===== config.mk =====
export PLATFORM = sky130hd
export DESIGN_NAME = clic_preempt_ctrl
export DESIGN_NICKNAME = d
export VERILOG_FILES = /design/src/rtl/clic_preempt_ctrl.sv
export SDC_FILE = /design/constraint.sdc
export NUM_CORES = 1
export LEC_CHECK = 0
export ABC_CLOCK_PERIOD_IN_PS = 1450
export CELL_PAD_IN_SITES_DETAIL_PLACEMENT = 2
export CELL_PAD_IN_SITES_GLOBAL_PLACEMENT = 2
export CORE_ASPECT_RATIO = 0.9
export CORE_MARGIN = 1
export CORE_UTILIZATION = 29
export DETAILED_ROUTE_END_ITERATION = 8
export GPL_TIMING_DRIVEN = 0
export PLACE_DENSITY_LB_ADDON = 0.1
export SLEW_MARGIN = 40
export SYNTH_ARGS = -nofsm -noshare
export SYNTH_HDL_FRONTEND = slang
export SYNTH_SLANG_ARGS = --single-unit

===== constraint.sdc =====
create_clock -name clk -period 1.45 [get_ports clk]
set_input_delay 0.2175 -clock clk [delete_from_list [all_inputs] [get_ports clk]]
set_output_delay 0.2175 -clock clk [all_outputs]
set_load 0.05 [all_outputs]

===== src/rtl/clic_preempt_ctrl.sv =====
// Preemption controller behind can_clic: issues interrupt requests to the core and feeds back the threshold.
// It also keeps a LIFO of saved thresholds so that nested handlers restore the previous level on return.
module clic_preempt_ctrl #(
    parameter  int NUM_IRQ = 3,
    parameter  int PRIO_W  = 3,
    parameter  int DEPTH   = 4,
    localparam int IDX_W   = $clog2(NUM_IRQ + 1),
    localparam int DW      = $clog2(DEPTH + 1)
) (
    input  logic                      clk,
    input  logic                      rst_n,
    input  logic                      is_interrupt_i,
    input  logic [IDX_W-1:0]          index_i,
    input  logic [NUM_IRQ*PRIO_W-1:0] prio_i,
    output logic [PRIO_W-1:0]         threshold_o,
    output logic                      irq_req_o,
    output logic [IDX_W-1:0]          irq_id_o,
    input  logic                      irq_ack_i,
    input  logic                      return_i,
    output logic [NUM_IRQ-1:0]        clear_pending_o,
    output logic [DW-1:0]             depth_o,
    output logic                      full_o,
    output logic                      err_o
);
    localparam int SW = (DEPTH > 1) ? $clog2(DEPTH) : 1;

    typedef enum logic [1:0] {IDLE, REQ, SETTLE} state_t;

    state_t              state_q, state_d;
    logic [PRIO_W-1:0]   thr_q, thr_d;
    logic                req_q, req_d;
    logic [IDX_W-1:0]    id_q, id_d;
    logic [PRIO_W-1:0]   p_q, p_d;
    logic [NUM_IRQ-1:0]  clr_q, clr_d;
    logic [DW-1:0]       depth_q, depth_d;
    logic                err_q, err_d;
    logic [PRIO_W-1:0]   stack_q [DEPTH];
    logic                push;
    logic [PRIO_W-1:0]   idx_prio;
    logic [SW-1:0]       push_ptr, pop_ptr;
    logic                full, can_pop;

    assign full     = (depth_q == DW'(DEPTH));
    assign can_pop  = (depth_q != '0);
    assign push_ptr = SW'(depth_q);
    assign pop_ptr  = SW'(depth_q - 1'b1);

    always_comb begin
        idx_prio = '0;
        for (int i = 0; i < NUM_IRQ; i++) begin
            if (index_i == IDX_W'(i)) idx_prio = prio_i[i*PRIO_W +: PRIO_W];
        end
    end

    always_comb begin
        state_d = state_q;
        thr_d   = thr_q;
        req_d   = req_q;
        id_d    = id_q;
        p_d     = p_q;
        clr_d   = '0;
        depth_d = depth_q;
        err_d   = err_q;
        push    = 1'b0;
        case (state_q)
            IDLE: begin
                if (return_i) begin
                    if (can_pop) begin
                        thr_d   = stack_q[pop_ptr];
                        depth_d = depth_q - 1'b1;
                        state_d = SETTLE;
                    end else begin
                        err_d = 1'b1;
                    end
                end else if (is_interrupt_i && (index_i < IDX_W'(NUM_IRQ)) && !full) begin
                    id_d    = index_i;
                    p_d     = idx_prio;
                    req_d   = 1'b1;
                    state_d = REQ;
                end
            end
            REQ: begin
                // Ack wins over a simultaneous return; the overlap itself is flagged.
                if (irq_ack_i) begin
                    push    = 1'b1;
                    thr_d   = p_q;
                    depth_d = depth_q + 1'b1;
                    req_d   = 1'b0;
                    clr_d   = NUM_IRQ'(1) << id_q;
                    state_d = SETTLE;
                    if (return_i) err_d = 1'b1;
                end else if (return_i) begin
                    if (can_pop) begin
                        thr_d   = stack_q[pop_ptr];
                        depth_d = depth_q - 1'b1;
                    end else begin
                        err_d = 1'b1;
                    end
                    req_d   = 1'b0;
                    state_d = SETTLE;
                end
            end
            SETTLE: begin
                state_d = IDLE;
                if (return_i) begin
                    if (can_pop) begin
                        thr_d   = stack_q[pop_ptr];
                        depth_d = depth_q - 1'b1;
                    end else begin
                        err_d = 1'b1;
                    end
                end
            end
            default: state_d = IDLE;
        endcase
    end

    always_ff @(posedge clk or negedge rst_n) begin
        if (!rst_n) begin
            state_q <= IDLE;
            thr_q   <= '0;
            req_q   <= 1'b0;
            id_q    <= '0;
            p_q     <= '0;
            clr_q   <= '0;
            depth_q <= '0;
            err_q   <= 1'b0;
        end else begin
            state_q <= state_d;
            thr_q   <= thr_d;
            req_q   <= req_d;
            id_q    <= id_d;
            p_q     <= p_d;
            clr_q   <= clr_d;
            depth_q <= depth_d;
            err_q   <= err_d;
        end
    end

    // Saved thresholds need no reset; depth_q alone says which entries are live.
    always_ff @(posedge clk) begin
        if (push) stack_q[push_ptr] <= thr_q;
    end

    assign threshold_o     = thr_q;
    assign irq_req_o       = req_q;
    assign irq_id_o        = id_q;
    assign clear_pending_o = clr_q;
    assign depth_o         = depth_q;
    assign full_o          = full;
    assign err_o           = err_q;
endmodule

==> flow_metrics.env, run 1 <==
export IMPL_status="complete, but fails checks"
export IMPL_violations="negative setup slack"
export IMPL_area_delta_synth_final_pct=38.32
export IMPL_io_pins=30
export IMPL_ir_drop_mv=0.6216
export IMPL_path_class="register to output pin"
export IMPL_synth_top_cell_by_area="dfrtp_1"
export IMPL_syn_avg_cell_area_um2=11.54
export IMPL_layout_nets=189
export IMPL_yosys_warnings=0
export IMPL_num_antenna_cells=0
export IMPL_vias_per_cell=4.966
export IMPL_hp_class="input port to register"
export IMPL_relSlewSlack_pct=66.95
export IMPL_cts_root_buf="clkbuf_8"
export IMPL_route_detailed_drc=0
export IMPL_gp_congestion=0.6809
export IMPL_rsz0062_at_grt="yes"
export IMPL_die_h_um=69.98
export IMPL_synth_top_area_share_pct=30.25
export IMPL_synth_cell_types=33
export IMPL_hold_viol_final=0
export IMPL_antenna_found_initial=0
export IMPL_die_w_um=77.53
export IMPL_start_util_pct=30.42
export IMPL_instances_no_fill=234
export IMPL_fillers=514
export IMPL_clk_latency_ns=0.28
export IMPL_slew_violations=0
export IMPL_synth_edff_count=12
export IMPL_grt_pass1_wl_um=7107
export IMPL_path_max_fanout=4
export IMPL_wl_met3_um=104
export IMPL_drv_cap=0
export IMPL_cts_buffers=5
export IMPL_fmax_mhz=652.4
export IMPL_cts_sinks=30
export IMPL_ff2ff_setup_slack_ns=-0.04
export IMPL_crit_path_end_kind="output pin"
export IMPL_track_usage_pct=17.94
export IMPL_p_per_area_nw_per_um2=2040
export IMPL_cts_max_path_buffers=2
export IMPL_worstPathArrival_ns=1.32
export IMPL_ant_nets=0
export IMPL_synth_net_count=150
export IMPL_synth_area_top_cells="dfrtp_1 (30%), edfxtp_1 (24%), o21ai_0 (4.7%), mux4_2 (4.5%), ha_1 (4.2%)"
export IMPL_met2WireLength_um=2263
export IMPL_grt_max_degree=19
export IMPL_wl_per_cell_um=17.88
export IMPL_port_buffers=27
export IMPL_place_hpwl_um=3077
export IMPL_dp_cells=221
export IMPL_drtPass1Iterations=4
export IMPL_hold_worst_slack_ns=0.2861
export IMPL_async_reset_ff_share_pct=60.00
export IMPL_cp_required_ns=1.23
export IMPL_fp_row_count=24
export IMPL_fin_ws_ns=-0.08279
export IMPL_synthCells=129
export IMPL_h_tree_depth=2
export IMPL_drt_iter0_drc=58
export IMPL_dr_total_vias=1162
export IMPL_cts_tree="built"
export IMPL_final_util_pct=42.08
export IMPL_fin_crit_sh_pct=105.7
export IMPL_fin_crit_ns=1.533
export IMPL_wl_met1_um=1763
export IMPL_synthFlopType="dfrtp_1"
export IMPL_drive_gt1_share_pct=34.32
export IMPL_seq_area_frac_synth_pct=54.45
export IMPL_synth_cell_area_um2=1489
export IMPL_drt_total_wl_um=4185
export IMPL_finalClockSkew_ns=0.006495
export IMPL_top_layer_used="met4"
export IMPL_setup_viol=4
export IMPL_dieArea_um2=5425
export IMPL_power_leakage_uw=0.0008215
export IMPL_clk_pin_slew_ns=0.07
export IMPL_max_slew_worst_pin_slew_ns=0.4978
export IMPL_grt_pass1_vias=1316
export IMPL_overflow=0
export IMPL_core_area_um2=4895
export IMPL_pre_cts_ws_ns=-0.5243
export IMPL_start_kind="register"
export IMPL_fin_setup_tns_ns=-0.1383
export IMPL_synth_seq_cells=30
-- routing by layer --
layer | up-vias | global-route usage, %
met4 | 0 | 6.289
met2 | 18 | 30.88
li1 | 543 | -
met3 | 7 | 3.922
met1 | 594 | 22.05
met5 | - | 0
-- synthesized netlist by cell type, types with 2 or more instances --
master	n
nor4b_1	2
a32oi_1	3
nand2_1	16
mux2i_1	3
nand3_1	3
inv_1	7
nor2_1	6
dfrtp_1	18
mux4_2	3
edfxtp_1	12
mux2_4	2
o21ai_0	14
nor2b_1	2
buf_4	3
and2_1	5
ha_1	5
buf_2	3
a21oi_1	7
-- sequential cells by signal, indices dropped and copies added, names as in the netlist --
name and count:
irq_req_o 1, clear_pending_o 3, threshold_o 3, err_o 1, depth_o 3, stack_q 12, state_q 2, irq_id_o 2
p_q 3
-- worst max-delay path, cell delays in order, from the launching register on --
cell and delay, ns:
dfrtp_4 0.50, inv_6 0.08, ha_4 0.16, nand2_4 0.08, inv_4 0.07, buf_8 0.14
-- where the power goes --
part / leakage [uW] / internal (uW) / total (uW) / switching (uW)
Clock: 0.0000416 / 328 / 652 / 324
Sequential: 0.000329 / 1140 / 1380 / 233
Combinational: 0.000451 / 878 / 2170 / 1300
-- final timing paths --
check,start,to,cells past startpoint
min,index_i[1],irq_id_o[1],2
min in group asynchronous,rst_n,threshold_o[0],2
max in group asynchronous,rst_n,depth_o[0],2
max,depth_o[0],full_o,5
min reg2reg,err_o,err_o,1
max reg2reg,depth_o[0],threshold_o[0],5
-- kinds of logic after synthesis --
group / count (synthesis) / synth area share, %
AOI/OAI and AO/OA: 30 / 12.19
xor gates and xnor gates: 1 / 0.5883
adders and majority gates: 5 / 4.202
buffers and inverters: 13 / 4.286
DFF: 30 / 54.45
muxes: 8 / 8.571
and+or+nand+nor: 42 / 15.72
-- cell type report --
class | count | area [um^2] | share of cell area [%]
plain buffers | 6 | 37.54 | 1.823
clock inverters | 3 | 16.27 | 0.7898
flip-flops and latches | 30 | 817.0 | 39.67
multi-input cells | 86 | 690.7 | 33.54
clock buffers | 5 | 68.82 | 3.341
well taps | 65 | 81.33 | 3.949
repair buffers | 32 | 311.5 | 15.13
inverters | 7 | 36.28 | 1.762
-- cells in the final DEF (no fill, tap or decap), drive strengths merged, types with 2 or more instances in the layout --
master and instances:
edfxtp 12, clkinv 2, clkdlybuf4s15 7, mux4 3, nor2 6, clkdlybuf4s50 12, nand3 3, buf 13
clkbuf 5, nand2 17, nor4b 2, dlygate4sd2 5, mux2i 3, dfrtp 18, nor3 2, mux2 2
ha 5, nor2b 2, inv 7, a32oi 3, o21ai 14, and2 5, a21oi 7
-- metrics by stage --
step	cell area, um^2	total power [uW]
final	2059	4202
after detailed placement	1877	3403
after global routing	2059	4501
after CTS	2036	4184
after global placement	1882	3312
after floorplan	1530	2729
-- what timing repair did --
action	in CTS	in global routing
hold buffers	1	0
setup endpoints to repair	33	19
hold endpoints to repair	18	0
cloned	0	0
setup buffers	3	1
gates resized for setup	48	12
pin swaps	2	1
(Power assumes the default switching activity.)
==> run 2: changes to the inputs <==
- GPL_TIMING_DRIVEN: 0 -> unset
- REMOVE_ABC_BUFFERS: unset -> 1
==> run 2 against run 1 <==
Against the previous run:
- the flow now finishes without violations
- routed wire length up 9.6%
- first-iteration DRC count is 38% lower
- clock-buffer cell count unchanged
- critical endpoint unchanged
==> flow_metrics.env, run 2 (same netlist as run 1, synthesis figures left out) <==
export IMPL_status="finished clean"
export IMPL_grt_pass1_wl_um=7445
export IMPL_wl_per_cell_um=18.34
export IMPL_cts_buffers=5
export IMPL_antenna_found_initial=0
export IMPL_area_delta_synth_final_pct=57.73
export IMPL_drv_cap=0
export IMPL_drive_gt1_share_pct=40.54
export IMPL_p_clk_share_pct=19.5
export IMPL_regMostFlops="stack_q"
export IMPL_met2WireLength_um=2364
export IMPL_power_leakage_uw=0.0009836
export IMPL_drt_total_wl_um=4586
export IMPL_hp_class="input port to asynchronous set/reset pin"
export IMPL_cts_root_buf="clkbuf_8"
export IMPL_wl_met3_um=151
export IMPL_instances_no_fill=250
export IMPL_core_area_um2=4895
export IMPL_cts_tree="built"
export IMPL_switching_power_uw=1985
export IMPL_path_class="register to output pin"
export IMPL_route_detailed_drc=0
export IMPL_slew_violations=0
export IMPL_crit_path_end_kind="output pin"
export IMPL_fin_setup_tns_ns=0
export IMPL_overflow=0
export IMPL_top_layer_used="met4"
export IMPL_num_antenna_cells=0
export IMPL_finalClockSkew_ns=0.003972
export IMPL_grt_pass1_vias=1431
export IMPL_cts_max_path_buffers=2
export IMPL_hold_worst_slack_ns=0.2928
export IMPL_fp_row_count=24
export IMPL_layout_common_cells="buf_4 (27), dfrtp_1 (18), clkdlybuf4s50_1 (14)"
export IMPL_rsz0062_at_grt="yes"
export IMPL_largest_reg_flops=12
export IMPL_h_tree_depth=2
export IMPL_start_util_pct=30.42
export IMPL_die_w_um=77.53
export IMPL_clk_pin_slew_ns=0.07
export IMPL_track_usage_pct=18.44
export IMPL_max_slew_worst_pin_slew_ns=0.3748
export IMPL_fin_crit_ns=1.426
export IMPL_relSlewSlack_pct=74.97
export IMPL_cts_sinks=30
export IMPL_p_per_area_nw_per_um2=2189
export IMPL_layout_nets=205
export IMPL_path_max_fanout=3
export IMPL_port_buffers=29
export IMPL_vias_per_cell=4.868
export IMPL_ir_drop_mv=1.134
export IMPL_worstPathArrival_ns=1.21
export IMPL_hold_viol_final=0
export IMPL_final_common_cell="buf_4"
export IMPL_setup_viol=0
export IMPL_dr_total_vias=1217
export IMPL_place_hpwl_um=3358
export IMPL_fin_crit_sh_pct=98.35
export IMPL_combPwrFrac_pct=53.4
export IMPL_fmax_mhz=701.2
export IMPL_dieArea_um2=5425
export IMPL_drt_iter0_drc=36
export IMPL_reg2reg_from="depth_o[1]"
export IMPL_power_internal_uw=3155
export IMPL_grt_max_degree=19
export IMPL_ctsHoldBuffers=0
export IMPL_gp_congestion=0.7741
export IMPL_start_kind="register"
export IMPL_p_seq_share_pct=27.1
export IMPL_wl_met1_um=2022
export IMPL_cp_required_ns=1.23
export IMPL_die_h_um=69.98
export IMPL_io_pins=30
export IMPL_p_sw_share_pct=38.63
export IMPL_ant_nets=0
export IMPL_clk_latency_ns=0.28
export IMPL_dp_cells=239
export IMPL_drtPass1Iterations=4
export IMPL_crit_path_start="depth_o[1]"
-- run 2: final timing paths --
path	depth (start not counted)	slack [ns]	endpoint
hold / removal	2	0.29	p_q[2]
hold reg to reg	2	0.50	p_q[0]
max in group asynchronous	2	0.95	threshold_o[0]
min in group clk	2	0.46	err_o
setup reg to reg	7	0.03	depth_o[2]
setup / recovery	5	0.02	full_o
-- run 2: area by class of cell --
| cell class | count | area [um^2] |
|---|---|---|
| fillers | 511 | 2546 |
| flip-flops and latches | 30 | 810.8 |
| multi-input cells | 86 | 708.2 |
| repair buffers | 54 | 586.8 |
| well taps | 65 | 81.33 |
| clock buffers | 5 | 68.82 |
| clock inverters | 3 | 63.81 |
| inverters | 7 | 28.78 |
-- run 2: what timing repair did --
item                                    in CTS  in global routing
setup buffers                                2                  2
resized for setup                           10                 20
endpoints found under the setup margin       7                 17
pin swaps                                    3                  5
gates cloned                                 0                  0
-- run 2: critical path: stages (launching register included) --
cell	delay (ns)
dfrtp_1	0.40
inv_2	0.09
ha_4	0.16
nand2_4	0.08
inv_4	0.07
buf_12	0.12
-- run 2: metrics by stage --
step	setup slack (ns)	total power, uW	util, %	instance area [um^2]
2_1_floorplan	-0.4991	2524	-	1451
3_3_place_gp	-0.1279	3707	42.71	2091
3_5_place_dp	-0.2057	3786	42.71	2091
4_1_cts	0.0007164	4990	46.34	2268
5_1_grt	-0.03952	5426	47.98	2349
6_report	0.02386	5140	47.98	2349
-- run 2: metal layers --
layer	track usage (%)	up-vias
met4	6.289	0
met1	23.46	613
met5	0	-
li1	-	572
met3	3.922	5
met2	30.97	27
-- run 2: power groups by stage --
stage	clock network [uW]	registers, uW	logic, uW
global placement	0	1390	2320
detailed placement	0	1400	2380
floorplan	0	1820	706
finish	1000	1400	2740
CTS	1020	1400	2570
global route	1080	1440	2910
==> run 3: changes to the inputs <==
- ABC_CLOCK_PERIOD_IN_PS: 1450 -> 1220
- clock period: 1.45 -> 1.22 ns (I/O delays scaled with it)
==> run 3 against run 2 <==
Against the previous run:
- the flow now finishes with violations (negative setup slack)
- register-to-register slack got worse by 0.26 ns
- sequential power increased by 18%
- cell area up 3.6%
- clock-buffer cell count did not move
- utilization grew 1.7 points
- critical path depth grew 1
- cell count up 2.4%
- worst hold slack lost 0.059 ns
- clock power is essentially flat
- largest cell class unchanged
- largest power group unchanged
==> flow_metrics.env, run 3 (same netlist as run 1, synthesis figures left out) <==
export IMPL_status="complete, but fails checks"
export IMPL_violations="negative setup slack"
export IMPL_clk_latency_ns=0.29
export IMPL_regMostFlops="stack_q"
export IMPL_hp_class="input port to asynchronous set/reset pin"
export IMPL_cts_root_buf="clkbuf_8"
export IMPL_fin_crit_ns=1.477
export IMPL_worstPathArrival_ns=1.29
export IMPL_dr_total_vias=1254
export IMPL_cts_tree="built"
export IMPL_clk_pin_slew_ns=0.07
export IMPL_fin_crit_sh_pct=121.0
export IMPL_slew_violations=0
export IMPL_start_kind="register"
export IMPL_h_tree_depth=2
export IMPL_cts_max_path_buffers=2
export IMPL_fp_row_count=24
export IMPL_wl_per_cell_um=18.43
export IMPL_rsz0062_at_grt="yes"
export IMPL_start_util_pct=30.42
export IMPL_layout_nets=211
export IMPL_power_leakage_uw=0.0009997
export IMPL_overflow=0
export IMPL_drv_cap=0
export IMPL_drtPass1Iterations=4
export IMPL_path_class="register to output pin"
export IMPL_hold_worst_slack_ns=0.2336
export IMPL_final_common_cell="buf_4"
export IMPL_drive_gt1_share_pct=46.07
export IMPL_cts_buffers=5
export IMPL_track_usage_pct=18.96
export IMPL_path_max_fanout=3
export IMPL_ctsHoldBuffers=0
export IMPL_grt_pass1_wl_um=7645
export IMPL_final_util_pct=49.69
export IMPL_ir_drop_mv=1.289
export IMPL_fmax_mhz=677.2
export IMPL_drt_total_wl_um=4719
export IMPL_largest_reg_flops=12
export IMPL_grt_max_degree=19
export IMPL_dieArea_um2=5425
export IMPL_route_detailed_drc=0
export IMPL_hold_viol_final=0
export IMPL_place_hpwl_um=3465
export IMPL_crit_path_end_kind="output pin"
export IMPL_cp_required_ns=1.04
export IMPL_grt_pass1_vias=1450
export IMPL_layout_common_cells="buf_4 (26), dfrtp_1 (16), clkdlybuf4s50_1 (15)"
export IMPL_num_antenna_cells=0
export IMPL_vias_per_cell=4.898
export IMPL_die_h_um=69.98
export IMPL_setup_viol=19
export IMPL_relSlewSlack_pct=77.57
export IMPL_ff2ff_setup_slack_ns=-0.23
export IMPL_reg2reg_from="depth_o[1]"
export IMPL_antenna_found_initial=0
export IMPL_io_pins=30
export IMPL_reg2reg_depth=6
export IMPL_finalClockSkew_ns=0.01082
export IMPL_core_area_um2=4895
export IMPL_r2r_end="depth_o[1]"
export IMPL_gp_congestion=0.7766
export IMPL_fin_ws_ns=-0.2566
export IMPL_p_per_area_nw_per_um2=2469
export IMPL_max_slew_worst_pin_slew_ns=0.3355
export IMPL_cts_sinks=30
export IMPL_die_w_um=77.53
export IMPL_port_buffers=29
export IMPL_area_delta_synth_final_pct=63.36
export IMPL_fin_setup_tns_ns=-2.804
export IMPL_drt_iter0_drc=23
export IMPL_ant_nets=0
==> run 3: cell types whose count changed in the layout (fill, tap and decap cells not counted), sizes merged <==
cell / before / now
dlymetal6s2s: 1 / 0
buf: 39 / 45
bufinv: 2 / 1
clkdlybuf4s50: 14 / 15
clkinv: 1 / 2
==> run 3: timing repair <==
action                                  4_1_cts  5_1_grt
resized for setup                            34        9
endpoints found under the setup margin       28       33
setup buffers                                 5        2
pin swaps                                     5        2
==> run 3: cell type report <==
class	count	area [um^2]
tap	65	81.33
clock buffer	5	68.82
fill	483	2462
sequential	30	813.3
multi-input combinational	86	718.2
timing repair buffer	60	681.9
inverter	7	28.78
clock inverter	3	40.04
==> run 3: worst max-delay path, cell delays in order (launching register included) <==
cell	delay, ns
dfrtp_1	0.41
inv_2	0.09
ha_4	0.16
nand2_4	0.05
buf_6	0.12
inv_4	0.05
buf_12	0.12
==> run 3: worst max path at each step <==
stage	to	startpoint	depth (start not counted)
2_1_floorplan	irq_id_o[0]	depth_o[0]	5
3_3_place_gp	irq_id_o[0]	return_i	4
3_5_place_dp	depth_o[2]	return_i	4
4_1_cts	full_o	depth_o[1]	6
5_1_grt	depth_o[1]	depth_o[1]	6
6_report	full_o	depth_o[0]	6
==> run 3: metrics by stage <==
stage | instances | worst slack, ns | area, um^2 | power, uW
6_report | 256 | -0.2566 | 2432 | 6007
5_1_grt | 256 | -0.3108 | 2432 | 6323
4_1_cts | 255 | -0.2534 | 2396 | 6016
3_5_place_dp | 242 | -0.4140 | 2151 | 4612
3_3_place_gp | 242 | -0.3261 | 2151 | 4469
2_1_floorplan | 123 | -0.7291 | 1451 | 2999
==> run 3: per-layer routing <==
metal	vias to the layer above	part of all wire (%)	track usage, %
met4	0	1.7	7.338
li1	584	-	-
met1	637	42	22.01
met3	9	3.1	4.837
met2	24	53	33.33
met5	-	0	0
==> run 3: power breakdown <==
part / switching [uW] / leakage [uW] / internal (uW) / total, uW
Clock: 408 / 0.0000579 / 601 / 1010
Combinational: 1690 / 0.000612 / 1650 / 3340
Sequential: 307 / 0.000330 / 1350 / 1650
